## src/rtl/alu_pkg.sv

```systemverilog
// Shared opcodes, FSM state encoding and sizing helper for the sequential ALU.
package alu_pkg;

    localparam logic [4:0] OP_ADD = 5'b00011;
    localparam logic [4:0] OP_SUB = 5'b00100;
    localparam logic [4:0] OP_SHR = 5'b00101;
    localparam logic [4:0] OP_SRA = 5'b00110;
    localparam logic [4:0] OP_SHL = 5'b00111;
    localparam logic [4:0] OP_ROR = 5'b01000;
    localparam logic [4:0] OP_ROL = 5'b01001;
    localparam logic [4:0] OP_AND = 5'b01010;
    localparam logic [4:0] OP_OR  = 5'b01011;
    localparam logic [4:0] OP_MUL = 5'b01111;
    localparam logic [4:0] OP_DIV = 5'b10000;
    localparam logic [4:0] OP_NEG = 5'b10001;
    localparam logic [4:0] OP_NOT = 5'b10010;
    localparam logic [4:0] OP_INC = 5'b11111;

    typedef enum logic [1:0] {IDLE, RUN, FIN} state_e;

    function automatic int clog2(input int value);
        int r;
        r = 0;
        while ((1 << r) < value) r++;
        return r;
    endfunction

endpackage

```

## src/rtl/iter_muldiv.sv

```systemverilog
// One-iteration-per-cycle engine: radix-2 Booth multiply (mode 0) or
// unsigned restoring divide (mode 1). acc_o is the accumulator after this cycle's step.
module iter_muldiv #(
    parameter int WIDTH = 32
) (
    input  logic               clock_i,
    input  logic               clear_i,
    input  logic               load_i,
    input  logic               mode_i,
    input  logic               step_i,
    input  logic [WIDTH-1:0]   a_i,
    input  logic [WIDTH-1:0]   b_i,
    output logic [2*WIDTH-1:0] acc_o
);

    // hi carries an extra bit so Booth add/sub of the most-negative multiplicand cannot overflow
    logic [WIDTH:0]   hi_q, hi_d, m_q, sum, shifted, diff;
    logic [WIDTH-1:0] lo_q, lo_d;
    logic             qm1_q, qm1_d, mode_q;

    always_comb begin
        hi_d    = hi_q;
        lo_d    = lo_q;
        qm1_d   = qm1_q;
        sum     = hi_q;
        shifted = {hi_q[WIDTH-1:0], lo_q[WIDTH-1]};
        diff    = shifted - m_q;
        if (!mode_q) begin
            case ({lo_q[0], qm1_q})
                2'b01:   sum = hi_q + m_q;
                2'b10:   sum = hi_q - m_q;
                default: sum = hi_q;
            endcase
            {hi_d, lo_d, qm1_d} = {sum[WIDTH], sum, lo_q};
        end else if (diff[WIDTH]) begin
            hi_d = shifted;
            lo_d = {lo_q[WIDTH-2:0], 1'b0};
        end else begin
            hi_d = diff;
            lo_d = {lo_q[WIDTH-2:0], 1'b1};
        end
    end

    assign acc_o = {hi_d[WIDTH-1:0], lo_d};

    always_ff @(posedge clock_i) begin
        if (clear_i) begin
            hi_q   <= '0;
            lo_q   <= '0;
            qm1_q  <= 1'b0;
            m_q    <= '0;
            mode_q <= 1'b0;
        end else if (load_i) begin
            hi_q   <= '0;
            lo_q   <= a_i;
            qm1_q  <= 1'b0;
            m_q    <= mode_i ? {1'b0, b_i} : {b_i[WIDTH-1], b_i};
            mode_q <= mode_i;
        end else if (step_i) begin
            hi_q   <= hi_d;
            lo_q   <= lo_d;
            qm1_q  <= qm1_d;
        end
    end

endmodule

```

## src/rtl/seq_alu.sv

```systemverilog
// Multi-cycle ALU: single-cycle ops finish in one clock, MUL/DIV iterate WIDTH clocks.
// state | meaning: IDLE wait for start | RUN mul/div iterating | FIN done pulse, start accepted
module seq_alu
    import alu_pkg::*;
#(
    parameter int WIDTH = 32,
    parameter int OPW   = 5
) (
    input  logic               clock_i,
    input  logic               clear_i,
    input  logic               start_i,
    input  logic [OPW-1:0]     control_i,
    input  logic [WIDTH-1:0]   y_i,
    input  logic [WIDTH-1:0]   b_i,
    output logic               busy_o,
    output logic               done_o,
    output logic [2*WIDTH-1:0] result_o,
    output logic               div_by_zero_o
);

    localparam int CW = clog2(WIDTH);

    state_e             state_q, state_d;
    logic [CW-1:0]      cnt_q, cnt_d;
    logic [2*WIDTH-1:0] result_q, result_d;
    logic [OPW-1:0]     op_q, op_d;
    logic               dbz_q, dbz_d, y_sign_q, y_sign_d, b_sign_q, b_sign_d;

    logic               is_mul, is_div, b_zero, md_load;
    logic [CW-1:0]      shamt;
    logic [WIDTH-1:0]   y_mag, b_mag, alu_lo, quo, rem;
    logic [2*WIDTH-1:0] md_acc;

    assign is_mul  = (control_i == OP_MUL);
    assign is_div  = (control_i == OP_DIV);
    assign b_zero  = (b_i == '0);
    assign md_load = start_i && (state_q != RUN) && (is_mul || (is_div && !b_zero));
    assign shamt   = b_i[CW-1:0];
    assign y_mag   = y_i[WIDTH-1] ? -y_i : y_i;
    assign b_mag   = b_i[WIDTH-1] ? -b_i : b_i;

    iter_muldiv #(.WIDTH(WIDTH)) u_muldiv (
        .clock_i (clock_i),
        .clear_i (clear_i),
        .load_i  (md_load),
        .mode_i  (is_div),
        .step_i  (state_q == RUN),
        .a_i     (is_div ? y_mag : y_i),
        .b_i     (is_div ? b_mag : b_i),
        .acc_o   (md_acc)
    );

    always_comb begin
        alu_lo = y_i | b_i;
        case (control_i)
            OP_ADD: alu_lo = y_i + b_i;
            OP_SUB: alu_lo = y_i - b_i;
            OP_SHR: alu_lo = y_i >> shamt;
            OP_SRA: alu_lo = $signed(y_i) >>> shamt;
            OP_SHL: alu_lo = y_i << shamt;
            OP_ROR: alu_lo = (y_i >> shamt) | (y_i << (WIDTH - int'(shamt)));
            OP_ROL: alu_lo = (y_i << shamt) | (y_i >> (WIDTH - int'(shamt)));
            OP_AND: alu_lo = y_i & b_i;
            OP_NEG: alu_lo = -y_i;
            OP_NOT: alu_lo = ~y_i;
            OP_INC: alu_lo = y_i + WIDTH'(1);
            default: alu_lo = y_i | b_i;
        endcase
    end

    // Magnitude divide result gets its signs back on the way into result_q
    assign quo = (y_sign_q ^ b_sign_q) ? -md_acc[WIDTH-1:0] : md_acc[WIDTH-1:0];
    assign rem = y_sign_q ? -md_acc[2*WIDTH-1:WIDTH] : md_acc[2*WIDTH-1:WIDTH];

    always_comb begin
        state_d  = state_q;
        cnt_d    = cnt_q;
        result_d = result_q;
        op_d     = op_q;
        dbz_d    = dbz_q;
        y_sign_d = y_sign_q;
        b_sign_d = b_sign_q;
        case (state_q)
            IDLE, FIN: begin
                state_d = IDLE;
                if (start_i) begin
                    op_d     = control_i;
                    y_sign_d = y_i[WIDTH-1];
                    b_sign_d = b_i[WIDTH-1];
                    dbz_d    = 1'b0;
                    state_d  = FIN;
                    if (is_mul || (is_div && !b_zero)) begin
                        state_d = RUN;
                        cnt_d   = CW'(WIDTH - 1);
                    end else if (is_div) begin
                        result_d = {y_i, {WIDTH{1'b1}}};
                        dbz_d    = 1'b1;
                    end else begin
                        result_d = {{WIDTH{1'b0}}, alu_lo};
                    end
                end
            end
            RUN: begin
                cnt_d = cnt_q - 1'b1;
                if (cnt_q == '0) begin
                    state_d  = FIN;
                    result_d = (op_q == OP_DIV) ? {rem, quo} : md_acc;
                end
            end
            default: state_d = IDLE;
        endcase
    end

    always_ff @(posedge clock_i) begin
        if (clear_i) begin
            state_q  <= IDLE;
            cnt_q    <= '0;
            result_q <= '0;
            op_q     <= '0;
            dbz_q    <= 1'b0;
            y_sign_q <= 1'b0;
            b_sign_q <= 1'b0;
        end else begin
            state_q  <= state_d;
            cnt_q    <= cnt_d;
            result_q <= result_d;
            op_q     <= op_d;
            dbz_q    <= dbz_d;
            y_sign_q <= y_sign_d;
            b_sign_q <= b_sign_d;
        end
    end

    assign busy_o        = (state_q == RUN);
    assign done_o        = (state_q == FIN);
    assign result_o      = result_q;
    assign div_by_zero_o = dbz_q;

endmodule

```

## config.mk

```make
export PLATFORM = sky130hd
export DESIGN_NAME = seq_alu
export DESIGN_NICKNAME = d
export VERILOG_FILES = /design/src/rtl/alu_pkg.sv /design/src/rtl/iter_muldiv.sv /design/src/rtl/seq_alu.sv
export SDC_FILE = /design/constraint.sdc
export NUM_CORES = 2
export LEC_CHECK = 0
export ABC_CLOCK_PERIOD_IN_PS = 10500
export CAP_MARGIN = 20
export CORE_MARGIN = 8
export CORE_UTILIZATION = 25
export CTS_CLUSTER_DIAMETER = 200
export CTS_CLUSTER_SIZE = 20
export DETAILED_ROUTE_END_ITERATION = 12
export SLEW_MARGIN = 40
export SYNTH_ARGS = -nofsm -noshare
export SYNTH_HDL_FRONTEND = slang
export SYNTH_SLANG_ARGS = --single-unit
```

## constraint.sdc

```tcl
create_clock -name clock_i -period 10.5 [get_ports clock_i]
set_input_delay 3.15 -clock clock_i [delete_from_list [all_inputs] [get_ports clock_i]]
set_output_delay 3.15 -clock clock_i [all_outputs]
set_load 0.02 [all_outputs]
```

==> report_table.html <==
<table>
<tr><th>Metric</th><th>Value</th></tr>
<tr><th colspan="2">Route</th></tr>
<tr><td>Average routed wire per standard cell</td><td>30.2 µm</td></tr>
<tr><td>Count of nets left with antenna violations after detail routing</td><td>0</td></tr>
<tr><td>Detailed-route vias per instance</td><td>6.23</td></tr>
<tr><td>Final Routed Wirelength</td><td>163,000 µm</td></tr>
<tr><td>DRC viols</td><td>0</td></tr>
<tr><td>Drt pass-1 iters</td><td>8</td></tr>
<tr><td>Initial DRC Count</td><td>5,153</td></tr>
<tr><td>Total via count in the routed design</td><td>33,700</td></tr>
<tr><th colspan="2">Floorplan</th></tr>
<tr><td>Die Width</td><td>344 µm</td></tr>
<tr><td>Number of core rows</td><td>120</td></tr>
<tr><td>Initial core utilization</td><td>0.252</td></tr>
<tr><td>Core region area</td><td>107,000 µm²</td></tr>
<tr><td>Top-level port count</td><td>139</td></tr>
<tr><td>Die Area</td><td>118,000 µm²</td></tr>
<tr><td>Die Y</td><td>344 µm</td></tr>
<tr><th colspan="2">Clock tree</th></tr>
<tr><td>Reg clk slew, reported paths</td><td>0.09 ns</td></tr>
<tr><td>H-tree levels</td><td>4</td></tr>
<tr><td>CTS tree</td><td>built</td></tr>
<tr><td>Number of buffers added by the clock tree synthesis step</td><td>17</td></tr>
<tr><td>Quantity of gates resized following cts</td><td>0</td></tr>
<tr><td>Count of hold-fix buffers inserted at cts</td><td>0</td></tr>
<tr><td>Number of buffers on the longest clock path</td><td>2</td></tr>
<tr><td>Count of clock tree sinks</td><td>179</td></tr>
<tr><td>Worst skew pair latency</td><td>0.51 ns</td></tr>
<tr><td>Buffer count from post-CTS setup fixing</td><td>0</td></tr>
<tr><td>CTS root buffer</td><td>sky130_fd_sc_hd__clkbuf_16</td></tr>
<tr><th colspan="2">Setup path</th></tr>
<tr><td>Startpoint types</td><td>input pin</td></tr>
<tr><td>Reg-to-reg endpoint</td><td>result_o[28]</td></tr>
<tr><td>Path type of the worst setup path</td><td>input pin to register</td></tr>
<tr><td>Crit. End Element</td><td>register</td></tr>
<tr><td>Number of buffers and inverters on the critical path</td><td>2</td></tr>
<tr><td>Critical path cell sequence</td><td>buf_2 -&gt; nor2_1 -&gt; nand2_1 -&gt; nor3_1 -&gt; buf_4 -&gt; nand2_1 -&gt; or3_1 -&gt; nor3_1 -&gt; nand2_1 -&gt; or3_1 -&gt; or2_2 -&gt; nor4_1 -&gt; a21oi_1 -&gt; o22ai_1 -&gt; ha_1 -&gt; a21o_1 -&gt; nor3b_1 -&gt; nor4_1 -&gt; o2111ai_1 -&gt; a21oi_1 -&gt; o31ai_1 -&gt; a221oi_1 -&gt; o31a_1 -&gt; a21oi_1</td></tr>
<tr><td>Reg-to-Reg Start</td><td>u_muldiv.lo_q[31]</td></tr>
<tr><td>Longest individual stage delay on the worst path</td><td>0.63 ns</td></tr>
<tr><td>Arr. time, crit path</td><td>9.26 ns</td></tr>
<tr><td>Data required time at the worst endpoint</td><td>10.91 ns</td></tr>
<tr><td>Slowest CP cell</td><td>sky130_fd_sc_hd__nor2_1</td></tr>
<tr><td>Largest fanout of any net on the critical path</td><td>6</td></tr>
<tr><td>Crit path max-delay family</td><td>simple AND/OR/NAND/NOR gates</td></tr>
<tr><td>Reg2reg setup slack</td><td>3.23 ns</td></tr>
<tr><td>Depth of the most critical reg-to-reg path</td><td>22</td></tr>
<tr><th colspan="2">Global route</th></tr>
<tr><td>Gr busiest metal</td><td>met2</td></tr>
<tr><td>Maximum number of pins on one net before global-route repair</td><td>70</td></tr>
<tr><td>Met1 GRT Util</td><td>0.339</td></tr>
<tr><td>Total grt overflow</td><td>0</td></tr>
<tr><td>Number of global-route vias before repair</td><td>30,700</td></tr>
<tr><td>Met3 Resource Use GR</td><td>0.0658</td></tr>
<tr><td>Global routing usage on met2</td><td>0.397</td></tr>
<tr><td>Total routing resource utilization after global routing</td><td>0.263</td></tr>
<tr><td>Initial antenna violation count</td><td>11</td></tr>
<tr><td>First-pass GRT wire length</td><td>229,000 µm</td></tr>
<tr><th colspan="2">Timing</th></tr>
<tr><td>Highest clock rate</td><td>113 MHz</td></tr>
<tr><td>Slack of the critical path</td><td>1.65 ns</td></tr>
<tr><td>Number of slew-limit violations in the final report</td><td>0</td></tr>
<tr><td>Slew @ Worst Pin</td><td>0.981 ns</td></tr>
<tr><td>Aggregate negative setup slack</td><td>0 ns</td></tr>
<tr><td>Clock Skew</td><td>0.0244 ns</td></tr>
<tr><td>Number of setup violations in the final report</td><td>0</td></tr>
<tr><td>Relative slew slack</td><td>0.339</td></tr>
<tr><td>Final hold violation count</td><td>0</td></tr>
<tr><td>RSZ-0062 raised after global routing</td><td>false</td></tr>
<tr><td>Post-Route Hold Slack</td><td>0.462 ns</td></tr>
<tr><td>Final period util</td><td>0.843</td></tr>
<tr><td>Clock period minus final worst setup slack</td><td>8.85 ns</td></tr>
<tr><th colspan="2">Yosys</th></tr>
<tr><td>Fraction of registers with async set or reset after synthesis</td><td>0</td></tr>
<tr><td>Post-synth EDFFs</td><td>0</td></tr>
<tr><td>Syn Area/Cell</td><td>6.66 µm²</td></tr>
<tr><td>Share of the yosys chip area belonging to registers</td><td>0.133</td></tr>
<tr><td>Largest area contributor in the netlist</td><td>sky130_fd_sc_hd__dfxtp_1</td></tr>
<tr><td>Share of the synthesized area in the top cell type</td><td>0.133</td></tr>
<tr><td>Unique masters post-synth</td><td>98</td></tr>
<tr><td>Cell with the most instances after synthesis</td><td>sky130_fd_sc_hd__nor2_1</td></tr>
<tr><td>Cell area after synthesis</td><td>26,900 µm²</td></tr>
<tr><td>Number of synthesis warnings</td><td>0</td></tr>
<tr><td>Main area contributors after synthesis</td><td>sky130_fd_sc_hd__dfxtp_1, sky130_fd_sc_hd__nor2_1, sky130_fd_sc_hd__a21oi_1</td></tr>
<tr><td>Count of mapped cells out of synthesis</td><td>4,040</td></tr>
<tr><td>Most used flip-flop cell after synthesis</td><td>sky130_fd_sc_hd__dfxtp_1</td></tr>
<tr><td>Count of state elements after synthesis</td><td>179</td></tr>
<tr><td>Synth cell count leaders</td><td>sky130_fd_sc_hd__nor2_1, sky130_fd_sc_hd__nand2_1, sky130_fd_sc_hd__a21oi_1</td></tr>
<tr><td>Total nets after synthesis</td><td>4,220</td></tr>
<tr><th colspan="2">Placement</th></tr>
<tr><td>Pre-CTS setup slack</td><td>1.33 ns</td></tr>
<tr><td>Placement-stage cell area</td><td>29,900 µm²</td></tr>
<tr><td>Placed wire-length estimate after detailed placement</td><td>125,000 µm</td></tr>
<tr><td>Routability cong.</td><td>1.07</td></tr>
<tr><td>Total of buffers placed on input and output ports</td><td>138</td></tr>
<tr><th colspan="2">Pwr</th></tr>
<tr><td>Total power after layout</td><td>3180 µW</td></tr>
<tr><td>Worst-case vdd ir drop</td><td>0.144 mV</td></tr>
<tr><td>Power per cell area</td><td>104 nW/µm²</td></tr>
<tr><td>Leakage power of the design</td><td>0.0109 µW</td></tr>
<tr><th colspan="2">Finish</th></tr>
<tr><td>Final design area excluding fillers</td><td>30,600 µm²</td></tr>
<tr><td>Count of nets after finishing</td><td>4,163</td></tr>
<tr><td>Multi-input gate area</td><td>21,800 µm²</td></tr>
<tr><td>Filler cells</td><td>12,000</td></tr>
<tr><td>Sequential cell area</td><td>3590 µm²</td></tr>
<tr><td>Area Growth Syn to Fin</td><td>13.6%</td></tr>
<tr><td>Fraction of layout instances using a drive strength above 1</td><td>0.0853</td></tr>
<tr><th colspan="2">Hold path</th></tr>
<tr><td>Critical hold path startpoint</td><td>result_o[10]</td></tr>
<tr><td>Hold-critical path endpoint</td><td>result_o[10]</td></tr>
<tr><td>Type of the tightest min-delay check</td><td>register to register</td></tr>
<tr><td>WHS Path Cells</td><td>2</td></tr>
<tr><th colspan="2">Flow run</th></tr>
<tr><td>Max-Cap Viols</td><td>0</td></tr>
<tr><th colspan="2">Status</th></tr>
<tr><td>Run status</td><td>finished clean</td></tr>
</table>
## worst max path at each step
stage                 start      endpoint  slack, ns  depth (start not counted)
2_1_floorplan        b_i[0]  result_o[31]       1.49                         24
3_3_place_gp   control_i[2]  result_o[31]       1.22                         17
3_5_place_dp         b_i[2]  result_o[28]       1.33                         24
4_1_cts              b_i[2]  result_o[28]       1.89                         24
5_1_grt              b_i[2]  result_o[28]       1.41                         24
6_report             b_i[2]  result_o[28]       1.65                         24
## cells in the final DEF (no fill, tap or decap), types with 18 or more instances in the layout
cell | Yosys | final
sky130_fd_sc_hd__a22oi_1 | 30 | 30
sky130_fd_sc_hd__nor3_1 | 127 | 124
sky130_fd_sc_hd__mux2i_1 | 127 | 126
sky130_fd_sc_hd__xor2_1 | 96 | 94
sky130_fd_sc_hd__clkdlybuf4s50_1 | 0 | 131
sky130_fd_sc_hd__nand2_1 | 425 | 423
sky130_fd_sc_hd__xnor2_1 | 127 | 124
sky130_fd_sc_hd__ha_1 | 105 | 104
sky130_fd_sc_hd__nor4_1 | 37 | 34
sky130_fd_sc_hd__a2111oi_0 | 20 | 20
sky130_fd_sc_hd__dfxtp_1 | 179 | 178
sky130_fd_sc_hd__a221oi_1 | 49 | 49
sky130_fd_sc_hd__nand4_1 | 26 | 26
sky130_fd_sc_hd__nand2b_1 | 34 | 33
sky130_fd_sc_hd__o211ai_1 | 76 | 76
sky130_fd_sc_hd__nor2b_1 | 36 | 34
sky130_fd_sc_hd__mux2_2 | 25 | 25
sky130_fd_sc_hd__a21o_1 | 59 | 59
sky130_fd_sc_hd__inv_1 | 87 | 85
sky130_fd_sc_hd__a21oi_1 | 385 | 385
sky130_fd_sc_hd__or3_1 | 44 | 44
sky130_fd_sc_hd__buf_4 | 0 | 137
sky130_fd_sc_hd__nand3_1 | 92 | 91
sky130_fd_sc_hd__a31oi_1 | 72 | 71
sky130_fd_sc_hd__nor2_1 | 549 | 546
sky130_fd_sc_hd__and3_1 | 34 | 34
sky130_fd_sc_hd__o21a_1 | 18 | 18
sky130_fd_sc_hd__a211oi_1 | 91 | 91
sky130_fd_sc_hd__mux4_2 | 46 | 46
sky130_fd_sc_hd__o22ai_1 | 37 | 37
sky130_fd_sc_hd__o31ai_1 | 27 | 26
sky130_fd_sc_hd__or2_2 | 22 | 22
sky130_fd_sc_hd__o21ai_0 | 333 | 331
sky130_fd_sc_hd__o221ai_1 | 26 | 25
## state kept, by name (all words and copies together), names as in the netlist
name             count
u_muldiv.qm1_q       1
state_q              2
u_muldiv.lo_q       32
b_sign_q             1
div_by_zero_o        1
u_muldiv.hi_q       33
result_o            64
u_muldiv.mode_q      1
op_q                 5
u_muldiv.m_q        33
y_sign_q             1
cnt_q                5
## routing by layer
| layer | wire length (µm) | share of wire |
|---|---|---|
| met1 | 65200 | 0.40 |
| met4 | 10900 | 0.067 |
| met3 | 18200 | 0.11 |
| met2 | 69100 | 0.42 |
| met5 | 34 | 0.00021 |
## power breakdown
group          internal [µW]  switching, µW
Clock                    332            380
Combinational            551           1170
Sequential               707           35.6
Total                   1590           1590
## worst reg2reg max path, cell delays in order, from the launching register on
cell	delay, ns
sky130_fd_sc_hd__dfxtp_1	0.44
sky130_fd_sc_hd__inv_1	0.11
sky130_fd_sc_hd__ha_1	0.17
sky130_fd_sc_hd__inv_1	0.06
sky130_fd_sc_hd__fa_1	0.42
sky130_fd_sc_hd__a211oi_1	0.34
sky130_fd_sc_hd__o211ai_1	0.33
sky130_fd_sc_hd__a41o_1	0.35
sky130_fd_sc_hd__o21ai_1	0.54
sky130_fd_sc_hd__nand3_1	0.71
sky130_fd_sc_hd__a21oi_2	0.47
sky130_fd_sc_hd__o21bai_1	0.31
sky130_fd_sc_hd__ha_1	0.31
sky130_fd_sc_hd__nand3_1	0.13
sky130_fd_sc_hd__or4_1	0.58
sky130_fd_sc_hd__nor4_1	0.55
sky130_fd_sc_hd__and2_1	0.26
sky130_fd_sc_hd__and3_1	0.28
sky130_fd_sc_hd__a21oi_1	0.11
sky130_fd_sc_hd__xnor2_1	0.12
sky130_fd_sc_hd__o21ai_0	0.35
sky130_fd_sc_hd__a22o_1	0.19
sky130_fd_sc_hd__a21oi_1	0.04
## final cells by class
type	count	area share
clock inverter	15	0.00700
antenna	8	0.000655
tap	1403	0.0574
timing repair buffer	276	0.0783
inverter	91	0.0112
clock buffer	17	0.0139
multi-input combinational	3418	0.714
sequential	179	0.117
## logic make-up (layout without fill, tap and decap cells)
family	count (synthesis)	in the layout	synth area share
and+or+nand+nor	1495	1495	0.251
AOI/OAI and AO/OA	1393	1393	0.333
buffers and inverters	443	399	0.0627
xor gates and xnor gates	224	224	0.0732
muxes	198	198	0.0962
DFF	179	179	0.133
adders and majority gates	108	108	0.0510
other	0	8	0
## stage by stage
stage | util | std cells
after floorplan | - | 4040
after global placement | 0.279 | 5363
after detailed placement | 0.280 | 5365
after CTS | 0.286 | 5397
after global routing | 0.286 | 5399
final | 0.286 | 5407
Power figures use the tool's default switching activity.
